<file path="src/rtl/axi_slave_ram_burst_if.sv">
// AXI4 bus bundle for the burst RAM slave (AW, W, B, AR, R channels).
// Ports: master drives addresses, write data and ready for B/R; slave drives the rest.
interface axi_slave_ram_burst_if #(
    parameter int unsigned DATA_WIDTH    = 32,
    parameter int unsigned ADDRESS_WIDTH = 8
);
    localparam int unsigned STROBE_WIDTH = DATA_WIDTH / 8;

    logic [ADDRESS_WIDTH-1:0] awaddr;
    logic [7:0]               awlen;
    logic [2:0]               awsize;
    logic [1:0]               awburst;
    logic                     awvalid;
    logic                     awready;

    logic [DATA_WIDTH-1:0]    wdata;
    logic [STROBE_WIDTH-1:0]  wstrb;
    logic                     wlast;
    logic                     wvalid;
    logic                     wready;

    logic [1:0]               bresp;
    logic                     bvalid;
    logic                     bready;

    logic [ADDRESS_WIDTH-1:0] araddr;
    logic [7:0]               arlen;
    logic [2:0]               arsize;
    logic [1:0]               arburst;
    logic                     arvalid;
    logic                     arready;

    logic [DATA_WIDTH-1:0]    rdata;
    logic [1:0]               rresp;
    logic                     rlast;
    logic                     rvalid;
    logic                     rready;

    modport slave (
        input  awaddr, awlen, awsize, awburst, awvalid,
        output awready,
        input  wdata, wstrb, wlast, wvalid,
        output wready,
        output bresp, bvalid,
        input  bready,
        input  araddr, arlen, arsize, arburst, arvalid,
        output arready,
        output rdata, rresp, rlast, rvalid,
        input  rready
    );

    modport master (
        output awaddr, awlen, awsize, awburst, awvalid,
        input  awready,
        output wdata, wstrb, wlast, wvalid,
        input  wready,
        input  bresp, bvalid,
        output bready,
        output araddr, arlen, arsize, arburst, arvalid,
        input  arready,
        input  rdata, rresp, rlast, rvalid,
        output rready
    );
endinterface

</file>
<file path="src/rtl/axi_slave_ram_burst.sv">
// AXI4 slave over a byte-addressed RAM with independent read/write burst engines.
// Supports FIXED/INCR/WRAP bursts, narrow transfers, byte strobes, OKAY/SLVERR.
// Ports: aclk (clock), areset (sync active-high reset), bus (AXI slave modport).
module axi_slave_ram_burst #(
    parameter int unsigned DATA_WIDTH    = 32,
    parameter int unsigned STROBE_WIDTH  = DATA_WIDTH / 8,
    parameter int unsigned ADDRESS_WIDTH = 8
) (
    input  logic                  aclk,
    input  logic                  areset,
    axi_slave_ram_burst_if.slave  bus
);
    localparam int unsigned AW        = ADDRESS_WIDTH;
    localparam int unsigned MEM_BYTES = 1 << ADDRESS_WIDTH;
    localparam int unsigned SIZE_MAX  = $clog2(STROBE_WIDTH);
    localparam int unsigned LANE_MASK = STROBE_WIDTH - 1;

    typedef enum logic [1:0] {W_IDLE, W_DATA, W_RESP} w_state_e;
    typedef enum logic       {R_IDLE, R_DATA}         r_state_e;

    logic [7:0] mem_q [MEM_BYTES];

    // Unsupported burst type, oversize beat or illegal WRAP length
    function automatic logic burst_err(input logic [2:0] size, input logic [1:0] burst,
                                       input logic [7:0] len);
        return (burst == 2'b11) || (32'(size) > SIZE_MAX) ||
               ((burst == 2'b10) && !(len == 8'd1 || len == 8'd3 || len == 8'd7 || len == 8'd15));
    endfunction

    // Address of the following beat; WRAP stays inside a (len+1)*step aligned container
    function automatic logic [AW-1:0] next_addr(input logic [AW-1:0] a, input logic [2:0] size,
                                                input logic [1:0] burst, input logic [7:0] len);
        logic [31:0] step;
        logic [31:0] wsz;
        logic [31:0] a32;
        logic [31:0] nxt;
        step = 32'd1 << size;
        a32  = 32'(a);
        wsz  = (32'(len) + 32'd1) * step;
        case (burst)
            2'b00:   nxt = a32;
            2'b10:   nxt = (a32 & ~(wsz - 32'd1)) | ((a32 + step) & (wsz - 32'd1));
            default: nxt = a32 + step;
        endcase
        return AW'(nxt);
    endfunction

    function automatic logic [AW-1:0] align(input logic [AW-1:0] a);
        return a & ~AW'(LANE_MASK);
    endfunction

    // ---------------- write engine ----------------
    w_state_e              w_state_q;
    logic [AW-1:0]         waddr_q;
    logic [7:0]            wlen_q;
    logic [8:0]            wcnt_q;
    logic [2:0]            wsize_q;
    logic [1:0]            wburst_q;
    logic                  werr_q;
    logic                  wlast_err_q;
    logic                  awready_q;
    logic                  wready_q;
    logic                  bvalid_q;
    logic [1:0]            bresp_q;
    logic                  w_beat_c;
    logic [STROBE_WIDTH-1:0] w_lane_c;

    assign w_beat_c = bus.wvalid && wready_q;

    // Lanes covered by the current beat: size-aligned window inside the bus word
    always_comb begin
        logic [31:0] step;
        logic [31:0] lo;
        w_lane_c = '0;
        step     = 32'd1 << wsize_q;
        lo       = 32'(waddr_q) & LANE_MASK & ~(step - 32'd1);
        for (int unsigned i = 0; i < STROBE_WIDTH; i++) begin
            w_lane_c[i] = (i >= lo) && (i < lo + step);
        end
    end

    always_ff @(posedge aclk) begin
        if (areset) begin
            w_state_q   <= W_IDLE;
            waddr_q     <= '0;
            wlen_q      <= '0;
            wcnt_q      <= '0;
            wsize_q     <= '0;
            wburst_q    <= '0;
            werr_q      <= 1'b0;
            wlast_err_q <= 1'b0;
            awready_q   <= 1'b0;
            wready_q    <= 1'b0;
            bvalid_q    <= 1'b0;
            bresp_q     <= 2'b00;
        end else begin
            case (w_state_q)
                W_IDLE: begin
                    awready_q <= 1'b1;
                    if (bus.awvalid && awready_q) begin
                        waddr_q     <= bus.awaddr;
                        wlen_q      <= bus.awlen;
                        wcnt_q      <= 9'(bus.awlen) + 9'd1;
                        wsize_q     <= bus.awsize;
                        wburst_q    <= bus.awburst;
                        werr_q      <= burst_err(bus.awsize, bus.awburst, bus.awlen);
                        wlast_err_q <= 1'b0;
                        awready_q   <= 1'b0;
                        wready_q    <= 1'b1;
                        w_state_q   <= W_DATA;
                    end
                end
                W_DATA: begin
                    if (w_beat_c) begin
                        waddr_q <= next_addr(waddr_q, wsize_q, wburst_q, wlen_q);
                        wcnt_q  <= wcnt_q - 9'd1;
                        if (wcnt_q == 9'd1) begin
                            // Beat counter ends the burst; a missing wlast here is an error
                            wready_q  <= 1'b0;
                            bvalid_q  <= 1'b1;
                            bresp_q   <= (werr_q || wlast_err_q || !bus.wlast) ? 2'b10 : 2'b00;
                            w_state_q <= W_RESP;
                        end else if (bus.wlast) begin
                            wlast_err_q <= 1'b1;
                        end
                    end
                end
                W_RESP: begin
                    if (bvalid_q && bus.bready) begin
                        bvalid_q  <= 1'b0;
                        bresp_q   <= 2'b00;
                        awready_q <= 1'b1;
                        w_state_q <= W_IDLE;
                    end
                end
                default: w_state_q <= W_IDLE;
            endcase
        end
    end

    // RAM byte writes; contents intentionally survive reset
    always_ff @(posedge aclk) begin
        if (!areset && w_beat_c && !werr_q) begin
            for (int unsigned i = 0; i < STROBE_WIDTH; i++) begin
                if (bus.wstrb[i] && w_lane_c[i]) begin
                    mem_q[AW'(32'(align(waddr_q)) + i)] <= bus.wdata[8*i +: 8];
                end
            end
        end
    end

    // ---------------- read engine ----------------
    r_state_e              r_state_q;
    logic [AW-1:0]         raddr_q;
    logic [7:0]            rlen_q;
    logic [8:0]            rcnt_q;
    logic [2:0]            rsize_q;
    logic [1:0]            rburst_q;
    logic                  rerr_q;
    logic                  arready_q;
    logic                  rvalid_q;
    logic [DATA_WIDTH-1:0] rdata_q;
    logic [1:0]            rresp_q;
    logic                  rlast_q;
    logic                  r_ar_err_c;
    logic [AW-1:0]         r_load_addr_c;
    logic [DATA_WIDTH-1:0] rd_word_c;

    assign r_ar_err_c    = burst_err(bus.arsize, bus.arburst, bus.arlen);
    assign r_load_addr_c = (r_state_q == R_IDLE) ? bus.araddr
                                                 : next_addr(raddr_q, rsize_q, rburst_q, rlen_q);

    // Full aligned word for the beat being loaded into the output register
    always_comb begin
        rd_word_c = '0;
        for (int unsigned j = 0; j < STROBE_WIDTH; j++) begin
            rd_word_c[8*j +: 8] = mem_q[AW'(32'(align(r_load_addr_c)) + j)];
        end
    end

    always_ff @(posedge aclk) begin
        if (areset) begin
            r_state_q <= R_IDLE;
            raddr_q   <= '0;
            rlen_q    <= '0;
            rcnt_q    <= '0;
            rsize_q   <= '0;
            rburst_q  <= '0;
            rerr_q    <= 1'b0;
            arready_q <= 1'b0;
            rvalid_q  <= 1'b0;
            rdata_q   <= '0;
            rresp_q   <= 2'b00;
            rlast_q   <= 1'b0;
        end else begin
            case (r_state_q)
                R_IDLE: begin
                    arready_q <= 1'b1;
                    if (bus.arvalid && arready_q) begin
                        raddr_q   <= bus.araddr;
                        rlen_q    <= bus.arlen;
                        rcnt_q    <= 9'(bus.arlen) + 9'd1;
                        rsize_q   <= bus.arsize;
                        rburst_q  <= bus.arburst;
                        rerr_q    <= r_ar_err_c;
                        rdata_q   <= r_ar_err_c ? '0 : rd_word_c;
                        rresp_q   <= r_ar_err_c ? 2'b10 : 2'b00;
                        rlast_q   <= (bus.arlen == 8'd0);
                        rvalid_q  <= 1'b1;
                        arready_q <= 1'b0;
                        r_state_q <= R_DATA;
                    end
                end
                R_DATA: begin
                    if (rvalid_q && bus.rready) begin
                        if (rcnt_q == 9'd1) begin
                            rvalid_q  <= 1'b0;
                            rdata_q   <= '0;
                            rresp_q   <= 2'b00;
                            rlast_q   <= 1'b0;
                            arready_q <= 1'b1;
                            r_state_q <= R_IDLE;
                        end else begin
                            raddr_q <= r_load_addr_c;
                            rcnt_q  <= rcnt_q - 9'd1;
                            rdata_q <= rerr_q ? '0 : rd_word_c;
                            rlast_q <= (rcnt_q == 9'd2);
                        end
                    end
                end
                default: r_state_q <= R_IDLE;
            endcase
        end
    end

    assign bus.awready = awready_q;
    assign bus.wready  = wready_q;
    assign bus.bvalid  = bvalid_q;
    assign bus.bresp   = bresp_q;
    assign bus.arready = arready_q;
    assign bus.rvalid  = rvalid_q;
    assign bus.rdata   = rdata_q;
    assign bus.rresp   = rresp_q;
    assign bus.rlast   = rlast_q;
endmodule

</file>
<file path="src/flat_wrapper.sv">
// flat-port wrapper written by rule: the top's interface ports become plain ports
module axi_slave_ram_burst_flat 
#(
    parameter int unsigned DATA_WIDTH    = 32,
    parameter int unsigned STROBE_WIDTH  = DATA_WIDTH / 8,
    parameter int unsigned ADDRESS_WIDTH = 8
)
  (aclk, areset, bus_awaddr, bus_awlen, bus_awsize, bus_awburst, bus_awvalid, bus_awready, bus_wdata, bus_wstrb, bus_wlast, bus_wvalid, bus_wready, bus_bresp, bus_bvalid, bus_bready, bus_araddr, bus_arlen, bus_arsize, bus_arburst, bus_arvalid, bus_arready, bus_rdata, bus_rresp, bus_rlast, bus_rvalid, bus_rready);
  axi_slave_ram_burst_if #(.DATA_WIDTH(DATA_WIDTH), .ADDRESS_WIDTH(ADDRESS_WIDTH)) bus_i ();
  input  logic aclk;
  input  logic areset;
  input wire logic [$bits(bus_i.awaddr)-1:0] bus_awaddr;
  input wire logic [$bits(bus_i.awlen)-1:0] bus_awlen;
  input wire logic [$bits(bus_i.awsize)-1:0] bus_awsize;
  input wire logic [$bits(bus_i.awburst)-1:0] bus_awburst;
  input wire logic [$bits(bus_i.awvalid)-1:0] bus_awvalid;
  output wire logic [$bits(bus_i.awready)-1:0] bus_awready;
  input wire logic [$bits(bus_i.wdata)-1:0] bus_wdata;
  input wire logic [$bits(bus_i.wstrb)-1:0] bus_wstrb;
  input wire logic [$bits(bus_i.wlast)-1:0] bus_wlast;
  input wire logic [$bits(bus_i.wvalid)-1:0] bus_wvalid;
  output wire logic [$bits(bus_i.wready)-1:0] bus_wready;
  output wire logic [$bits(bus_i.bresp)-1:0] bus_bresp;
  output wire logic [$bits(bus_i.bvalid)-1:0] bus_bvalid;
  input wire logic [$bits(bus_i.bready)-1:0] bus_bready;
  input wire logic [$bits(bus_i.araddr)-1:0] bus_araddr;
  input wire logic [$bits(bus_i.arlen)-1:0] bus_arlen;
  input wire logic [$bits(bus_i.arsize)-1:0] bus_arsize;
  input wire logic [$bits(bus_i.arburst)-1:0] bus_arburst;
  input wire logic [$bits(bus_i.arvalid)-1:0] bus_arvalid;
  output wire logic [$bits(bus_i.arready)-1:0] bus_arready;
  output wire logic [$bits(bus_i.rdata)-1:0] bus_rdata;
  output wire logic [$bits(bus_i.rresp)-1:0] bus_rresp;
  output wire logic [$bits(bus_i.rlast)-1:0] bus_rlast;
  output wire logic [$bits(bus_i.rvalid)-1:0] bus_rvalid;
  input wire logic [$bits(bus_i.rready)-1:0] bus_rready;
  assign bus_i.awaddr = bus_awaddr;
  assign bus_i.awlen = bus_awlen;
  assign bus_i.awsize = bus_awsize;
  assign bus_i.awburst = bus_awburst;
  assign bus_i.awvalid = bus_awvalid;
  assign bus_awready = bus_i.awready;
  assign bus_i.wdata = bus_wdata;
  assign bus_i.wstrb = bus_wstrb;
  assign bus_i.wlast = bus_wlast;
  assign bus_i.wvalid = bus_wvalid;
  assign bus_wready = bus_i.wready;
  assign bus_bresp = bus_i.bresp;
  assign bus_bvalid = bus_i.bvalid;
  assign bus_i.bready = bus_bready;
  assign bus_i.araddr = bus_araddr;
  assign bus_i.arlen = bus_arlen;
  assign bus_i.arsize = bus_arsize;
  assign bus_i.arburst = bus_arburst;
  assign bus_i.arvalid = bus_arvalid;
  assign bus_arready = bus_i.arready;
  assign bus_rdata = bus_i.rdata;
  assign bus_rresp = bus_i.rresp;
  assign bus_rlast = bus_i.rlast;
  assign bus_rvalid = bus_i.rvalid;
  assign bus_i.rready = bus_rready;
  axi_slave_ram_burst #(.DATA_WIDTH(DATA_WIDTH), .STROBE_WIDTH(STROBE_WIDTH), .ADDRESS_WIDTH(ADDRESS_WIDTH)) u_core (.aclk(aclk), .areset(areset), .bus(bus_i));
endmodule
</file>
<file path="config.mk">
export PLATFORM = sky130hd
export DESIGN_NAME = axi_slave_ram_burst_flat
export DESIGN_NICKNAME = d
export VERILOG_FILES = /design/src/rtl/axi_slave_ram_burst_if.sv /design/src/rtl/axi_slave_ram_burst.sv /design/src/flat_wrapper.sv
export SDC_FILE = /design/constraint.sdc
export NUM_CORES = 2
export LEC_CHECK = 0
export ABC_AREA = 1
export BUFFER_PORTS_ARGS = -buffer_cell sky130_fd_sc_hd__buf_2
export CAP_MARGIN = 20
export CORE_ASPECT_RATIO = 1.25
export CORE_MARGIN = 5
export CORE_UTILIZATION = 61
export DETAILED_ROUTE_END_ITERATION = 6
export GPL_TIMING_DRIVEN = 0
export HOLD_SLACK_MARGIN = 0.03
export MAX_ROUTING_LAYER = met4
export PLACE_DENSITY = 0.77
export SYNTH_ARGS = -nofsm -noshare
export SYNTH_HDL_FRONTEND = slang
export SYNTH_SLANG_ARGS = --single-unit
</file>
<file path="constraint.sdc">
create_clock -name aclk -period 13.1 [get_ports aclk]
set_clock_uncertainty 0.05 [all_clocks]
set_input_delay 1.31 -clock aclk [delete_from_list [all_inputs] [get_ports aclk]]
set_output_delay 1.31 -clock aclk [all_outputs]
set_load 0.02 [all_outputs]
</file>
# Word level (Yosys, flattened, before mapping)
# Memories as Yosys holds them, arrays and structs flattened.
# Cells that the tools add are included.
op_classes:
  reduce_logical: 55
  n_shift: 2
  n_div: 0
  n_eq_ne: 31
  n_mul: 2
  bitwise_logic: 11
  n_addsub: 18
  n_mux: 81
  order_cmp: 10
ops:
  columns: ["operator", "count"]
  rows:
  - ["2-to-1 mux 32 bit", 5]
  - ["greater-or-equal comparator 1 x 32 -> 1 bit, first input constant", 2]
  - ["greater-or-equal comparator 2 x 32 -> 1 bit, first input constant", 2]
  - ["less-than comparator 1 x 32 -> 1 bit, first input constant", 2]
  - ["less-than comparator 2 x 32 -> 1 bit, first input constant", 2]
  - ["multiplier 9 x 32 -> 8 bit", 2]
  - ["one-hot mux 32 bit (2 select lines)", 1]
  - ["one-hot mux 8 bit (2 select lines)", 4]
  - ["left shift 1 x 3 -> 32 bit, first input constant", 2]
  - ["2-to-1 mux 8 bit", 6]
  - ["2-to-1 mux 9 bit", 5]
  - ["adder 8 x 1 -> 9 bit, second input constant", 4]
  - ["2-to-1 mux 1 bit", 36]
  - ["one-hot mux 9 bit (2 select lines)", 2]
  - ["adder 32 bit", 1]
  - ["adder 8 x 2 -> 8 bit, second input constant", 4]
  - ["AND 2 x 32 -> 32 bit", 1]
  - ["AND 8 bit", 4]
  - ["NOT 32 bit", 1]
  - ["subtractor 32 x 1 -> 32 bit, second input constant", 1]
  - ["2-to-1 mux 2 bit", 11]
  - ["AND reduction 4 bit", 5]
  - ["== test 9 x 1 -> 1 bit, second input constant", 2]
  - ["subtractor 9 x 1 -> 9 bit, second input constant", 2]
  - ["other kinds (28)", 103]
totals:
  mem_bits_ro: 0
  mem_count: 1
  elab_cells: 236
  latchBits: 0
  out_inout_bits: 42
  inputBits: 86
  mem_bits_rw: 2048
  ff_bits: 108
mem_list:
  columns: ["memory", "depth", "width", "rd", "rd_ports_with_merged_regs", "wr", "line_no", "text"]
  rows:
  - ["u_core.mem_q", 256, 8, 4, 0, 4, "axi_slave_ram_burst.sv:21", "logic [7:0] mem_q [MEM_BYTES];"]

# Logic depth before layout (Yosys ltp)
# An unclocked memory read counts as a cell.
depth:
  word_depth: 14
  ltp_mapped: 35

# Worst setup path after synthesis
# No wires, ideal clock.
synth_timing:
  path_kind: "register to register"
  startpoint: "register u_core.rsize_q[0]"
  endpoint: "register u_core.rdata_q[0], in the netlist u_core.bus.rdata[0]"
  setup_ns: 0.132
  path_buffers: 3
  path_slack_ns: 8.212
  required_ns: 12.918
  arrival_time_ns: 4.706
  path_stages_with_launch: 27
  path_cell_list: "dfxtp_1 -> buf_2 -> inv_2 -> nor3_4 -> nand2_1 -> fa_1 -> fa_1 -> inv_1 -> fa_1 -> inv_1 -> fa_1 -> inv_1 -> ha_1 -> a21oi_1 -> nand2_1 -> xnor2_1 -> a21o_1 -> nand2_1 -> nand2_1 -> nand2_1 -> buf_2 -> buf_1 -> nand3_1 -> nand2_1 -> nand2_1 -> nand3_1 -> a21oi_1"
synth_between:
  elab_chain_cells: 13
  word_cells_on_any_way: 17
  classes_between: "2 x add/sub; 1 x mul; 1 x shift; 8 x mux; 4 x bitwise; 1 x memory"
synth_rtl:
  columns: ["item", "line_no", "text"]
  rows:
  - ["start, declared", "axi_slave_ram_burst.sv:157", "logic [2:0] rsize_q;"]
  - ["start signal, assigned", "axi_slave_ram_burst.sv:203", "rsize_q <= bus.arsize;"]
  - ["left shift 1 x 3 -> 32 bit *", "axi_slave_ram_burst.sv:37", "step = 32'd1 << size;"]
  - ["multiplier 9 x 32 -> 8 bit", "axi_slave_ram_burst.sv:39", "wsz = (32'(len) + 32'd1) * step;"]
  - ["subtractor 8 x 1 -> 8 bit", "axi_slave_ram_burst.sv:42", "2'b10: nxt = (a32 & ~(wsz - 32'd1)) | ((a32 + step) & (wsz - 32'd1));"]
  - ["NOT 8 bit", "axi_slave_ram_burst.sv:42", null]
  - ["AND 8 bit", "axi_slave_ram_burst.sv:42", null]
  - ["OR 8 bit", "axi_slave_ram_burst.sv:42", null]
  - ["one-hot mux 8 bit (2 select lines) *", "axi_slave_ram_burst.sv:40", "case (burst)"]
  - ["2-to-1 mux 8 bit *", "axi_slave_ram_burst.sv:170", "assign r_load_addr_c = (r_state_q == R_IDLE) ? bus.araddr"]
  - ["memory (256 x 8 bit) *", null, null]
  - ["2-to-1 mux 32 bit", "axi_slave_ram_burst.sv:226", "rdata_q <= rerr_q ? '0 : rd_word_c;"]
  - ["2-to-1 mux 32 bit", "axi_slave_ram_burst.sv:216", "if (rcnt_q == 9'd1) begin"]
  - ["2-to-1 mux 32 bit", "axi_slave_ram_burst.sv:215", "if (rvalid_q && bus.rready) begin"]
  - ["one-hot mux 32 bit (2 select lines) *", "axi_slave_ram_burst.sv:196", "case (r_state_q)"]
  - ["end signal, assigned", "axi_slave_ram_burst.sv:206", "rdata_q <= r_ar_err_c ? '0 : rd_word_c;"]
  - ["end signal, assigned", "axi_slave_ram_burst.sv:226", null]
  - ["end, declared", "axi_slave_ram_burst.sv:162", "logic [DATA_WIDTH-1:0] rdata_q;"]
# Every way passes the cells marked *; elsewhere a longest branch is shown, timed or not. The select of a mux whose other input is x is not followed.
# A chain may end at the register's enable or synchronous reset.

# Worst setup path in the final report
layout_timing:
  startpoint: "register u_core.rsize_q[0]"
  endpoint: "register u_core.rdata_q[31], in the netlist u_core.bus.rdata[31]"
layout_between:
  elab_chain_cells: 14
  word_cells_on_any_way: 18
  classes_between: "3 x add/sub; 1 x mul; 1 x shift; 8 x mux; 4 x bitwise; 1 x memory"
layout_rtl:
  columns: ["item", "line_no", "text"]
  rows:
  - ["left shift 1 x 3 -> 32 bit *", "axi_slave_ram_burst.sv:37", null]
  - ["multiplier 9 x 32 -> 8 bit", "axi_slave_ram_burst.sv:39", null]
  - ["subtractor 8 x 1 -> 8 bit", "axi_slave_ram_burst.sv:42", null]
  - ["NOT 8 bit", "axi_slave_ram_burst.sv:42", null]
  - ["AND 8 bit", "axi_slave_ram_burst.sv:42", null]
  - ["OR 8 bit", "axi_slave_ram_burst.sv:42", null]
  - ["one-hot mux 8 bit (2 select lines) *", "axi_slave_ram_burst.sv:40", null]
  - ["2-to-1 mux 8 bit *", "axi_slave_ram_burst.sv:170", null]
  - ["adder 8 x 2 -> 8 bit *", "axi_slave_ram_burst.sv:177", "rd_word_c[8*j +: 8] = mem_q[AW'(32'(align(r_load_addr_c)) + j)];"]
  - ["memory (256 x 8 bit) *", null, null]
  - ["2-to-1 mux 32 bit", "axi_slave_ram_burst.sv:226", null]
  - ["2-to-1 mux 32 bit", "axi_slave_ram_burst.sv:216", null]
  - ["2-to-1 mux 32 bit", "axi_slave_ram_burst.sv:215", null]
  - ["one-hot mux 32 bit (2 select lines) *", "axi_slave_ram_burst.sv:196", null]
# Marks and branches as above.

==> impl_metrics.yaml <==
logic_synthesis:
  synth-async-reset-ratio_pct: 0
  synth_edf_count: 2048
  synth_cell_types: 48
  synth_cells: 8741
  avgSynthCellArea_um2: 11.0
  yosysWarnings: 0
  yosysSeqAreaShare_pct: 66.3
  synth_top_flop_cell: "edfxtp_1"
  netlist_area_mm2: 0.0960
  ys_ff_latch: 2154
run_status:
  violations: "DRC"
  status: "finished with violations"
route:
  drtPass1Iterations: 7
  detail_route.wl_per_cell_um: 30.2
  dr_total_vias: 72200
  wl_um: 343000
  drc: 3
  drtIter0Drc: 10400
  ant_nets: 0
  via_per_inst: 6.36
setup_path:
  required_ps: 13800
  crit_fanout: 10
  critical_path_arrival_ps: 8690
  setup.worst_path.start_class: "flop"
  crit_path_frequent_cell: "nand2_1"
  cp-end-kind: "flop"
  slowest_delay_ps: 950
  crit_type: "reg2reg"
  crit_slowest_cell: "clkbuf_1"
final_layout:
  final_cells: 11400
  fin_nets: 9295
  finish.instance_area_mm2: 0.107
  final_core_util_pct: 68.3
  syn_to_final_growth_pct: 11.1
  drive_above_1_share_pct: 8.19
pwr:
  power_frac_comb_pct: 33.7
  finalPower_mw: 20.4
  p_switching_mw: 7.93
  power_leakage_nw: 39.7
  p_seq_share_pct: 37.7
  clockPowerShare_pct: 28.6
  peakVddDrop_v: 0.000174
  p_int_mw: 12.5
  switching_share_pct: 38.9
  power_density_mw_per_mm2: 191
sta:
  whs_ps: 414
  hold_violations: 0
  slew_violations: 0
  fin_crit_sh_pct: 61.0
  max_freq_mhz: 125
  worst_pin_slew_ps: 1300
  rsz0062_at_grt: "false"
  period_needed_ps: 7990
  setup_tns_ps: 0
  setup_viol: 0
  fin_ws_ps: 5110
  slew-limit-headroom_pct: 13.6
global_routing:
  gr-total-overflow: 0
  grt_pass1_wl_um: 476000
  grt_max_degree: 65
  grt_use_total_pct: 42.3
  grt_pass1_vias: 69000
  antenna_found_initial: 22
clock_tree:
  cts_setup_buffers: 0
  cts_max_level: 4
  ctsRootBufferMaster: "clkbuf_16"
  cts_tree: "done"
  clk_latency_ps: 890
  cts_made_buffers: 201
  max-clock-path-buffers: 3
  cts_resized: 0
  clk_pin_slew_ps: 60
  cts_hold_buf: 0
  clock-sinks: 2154
place:
  postPlaceCellArea_mm2: 0.100
  io_buffers: 125
  post-place-cells: 11000
  dpl_worst_slack_ps: 5410
  gp_congestion: 1.12
  hpwl_um: 250000
floorplanning:
  core_mm2: 0.156
  initial_utilization_pct: 61.4
  io_pins: 128
  die_y_um: 454
  rows: 162
  die_w_um: 365
  die-area_mm2: 0.165
hold_path:
  hold_class: "reg2reg"
flow_run:
  cap_violations: 0
-- synth_stat cells (all sizes together) (16+ instances only) --
library cell  number  area (um2)
edfxtp          2048       61500
nand2           1436        5410
nand3           1271        6370
inv             1234        4630
o211ai           525        3950
nor2             382        1430
o21ai            340        1700
nand3b           325        2440
clkbuf           318        1190
buf              228        1120
or2              199        1240
a21oi            123         616
dfxtp            106        2120
ha                56         701
fa                36         721
nand4             19         119
nor3              18         134
a211oi            16         120
-- layout by cell type (no fill, tap or decap), types with 202 or more instances in the layout --
| cell type | instances |
|---|---|
| edfxtp_1 | 2048 |
| nand2_1 | 1433 |
| nand3_1 | 1269 |
| inv_1 | 1224 |
| o211ai_1 | 524 |
| nor2_1 | 379 |
| clkbuf_1 | 347 |
| o21ai_0 | 327 |
| nand3b_1 | 325 |
| buf_2 | 271 |
| clkbuf_16 | 202 |
-- logic make-up after synthesis --
group | Yosys count | share of synthesized area, %
AO/OA/AOI/OAI | 1031 | 6.86
XOR/XNOR | 25 | 0.228
adder cells (fa/ha/maj) | 92 | 1.48
buffers and inverters | 1782 | 7.25
flip-flops | 2154 | 66.3
other | 1 | 0.00391
AND/OR/NAND/NOR | 3656 | 17.9
-- registers in the layout, indices dropped and copies added, names as in the netlist, 3 cells and up, named ones only --
register	cells
u_core.wcnt_q	9
u_core.mem_q	2048
u_core.wsize_q	3
u_core.bus.rdata	32
u_core.rcnt_q	9
u_core.wlen_q	8
u_core.rlen_q	8
u_core.rsize_q	3
u_core.raddr_q	8
-- final cells by class --
type	count	area, um2
Clock inverter	119	1110
Multi-Input combinational cell	4806	25400
Sequential cell	2154	63600
Tap cell	2050	2560
Inverter	1236	4640
Buffer	546	2340
Timing Repair Buffer	172	1610
Antenna cell	21	52.6
Clock buffer	252	5290
Fill cell	11500	49600
-- power by group through the flow --
stage          logic (mW)  registers [mW]  clock network, mW
2_1_floorplan        3.53            7.84                  0
3_3_place_gp         6.32            7.85                  0
3_5_place_dp         6.50            7.84                  0
4_1_cts              6.54            7.69               5.79
5_1_grt              7.07            7.70               6.09
6_report             6.87            7.70               5.82
-- final timing paths --
check	start	to	slack, ps	depth (start not counted)
worst min-delay path	u_core.bus.rdata[5]	u_core.bus.rdata[5]	410	2
worst max-delay path	u_core.rsize_q[0]	u_core.bus.rdata[31]	5110	27
worst min register to register	u_core.bus.rdata[5]	u_core.bus.rdata[5]	410	2
worst max register to register	u_core.rsize_q[0]	u_core.bus.rdata[31]	5110	27
-- per-layer routing --
metal / wire length (um) / track usage [%] / vias up
met5: 0 / - / -
li1: - / - / 31000
met1: 113000 / 48.1 / 34600
met2: 155000 / 63.9 / 5237
met3: 40900 / 11.0 / 1397
met4: 34500 / 33.0 / 0
-- critical path: cells and delay by family, from the launching register on --
| kind | cells | cell delay [ps] |
|---|---|---|
| AO/OA/AOI/OAI | 3 | 500 |
| XOR/XNOR | 1 | 300 |
| adder cells (fa/ha/maj) | 5 | 2130 |
| buffers and inverters | 7 | 2250 |
| flip-flops | 1 | 290 |
| AND/OR/NAND/NOR | 11 | 2270 |
Power figures use the tool's default switching activity.
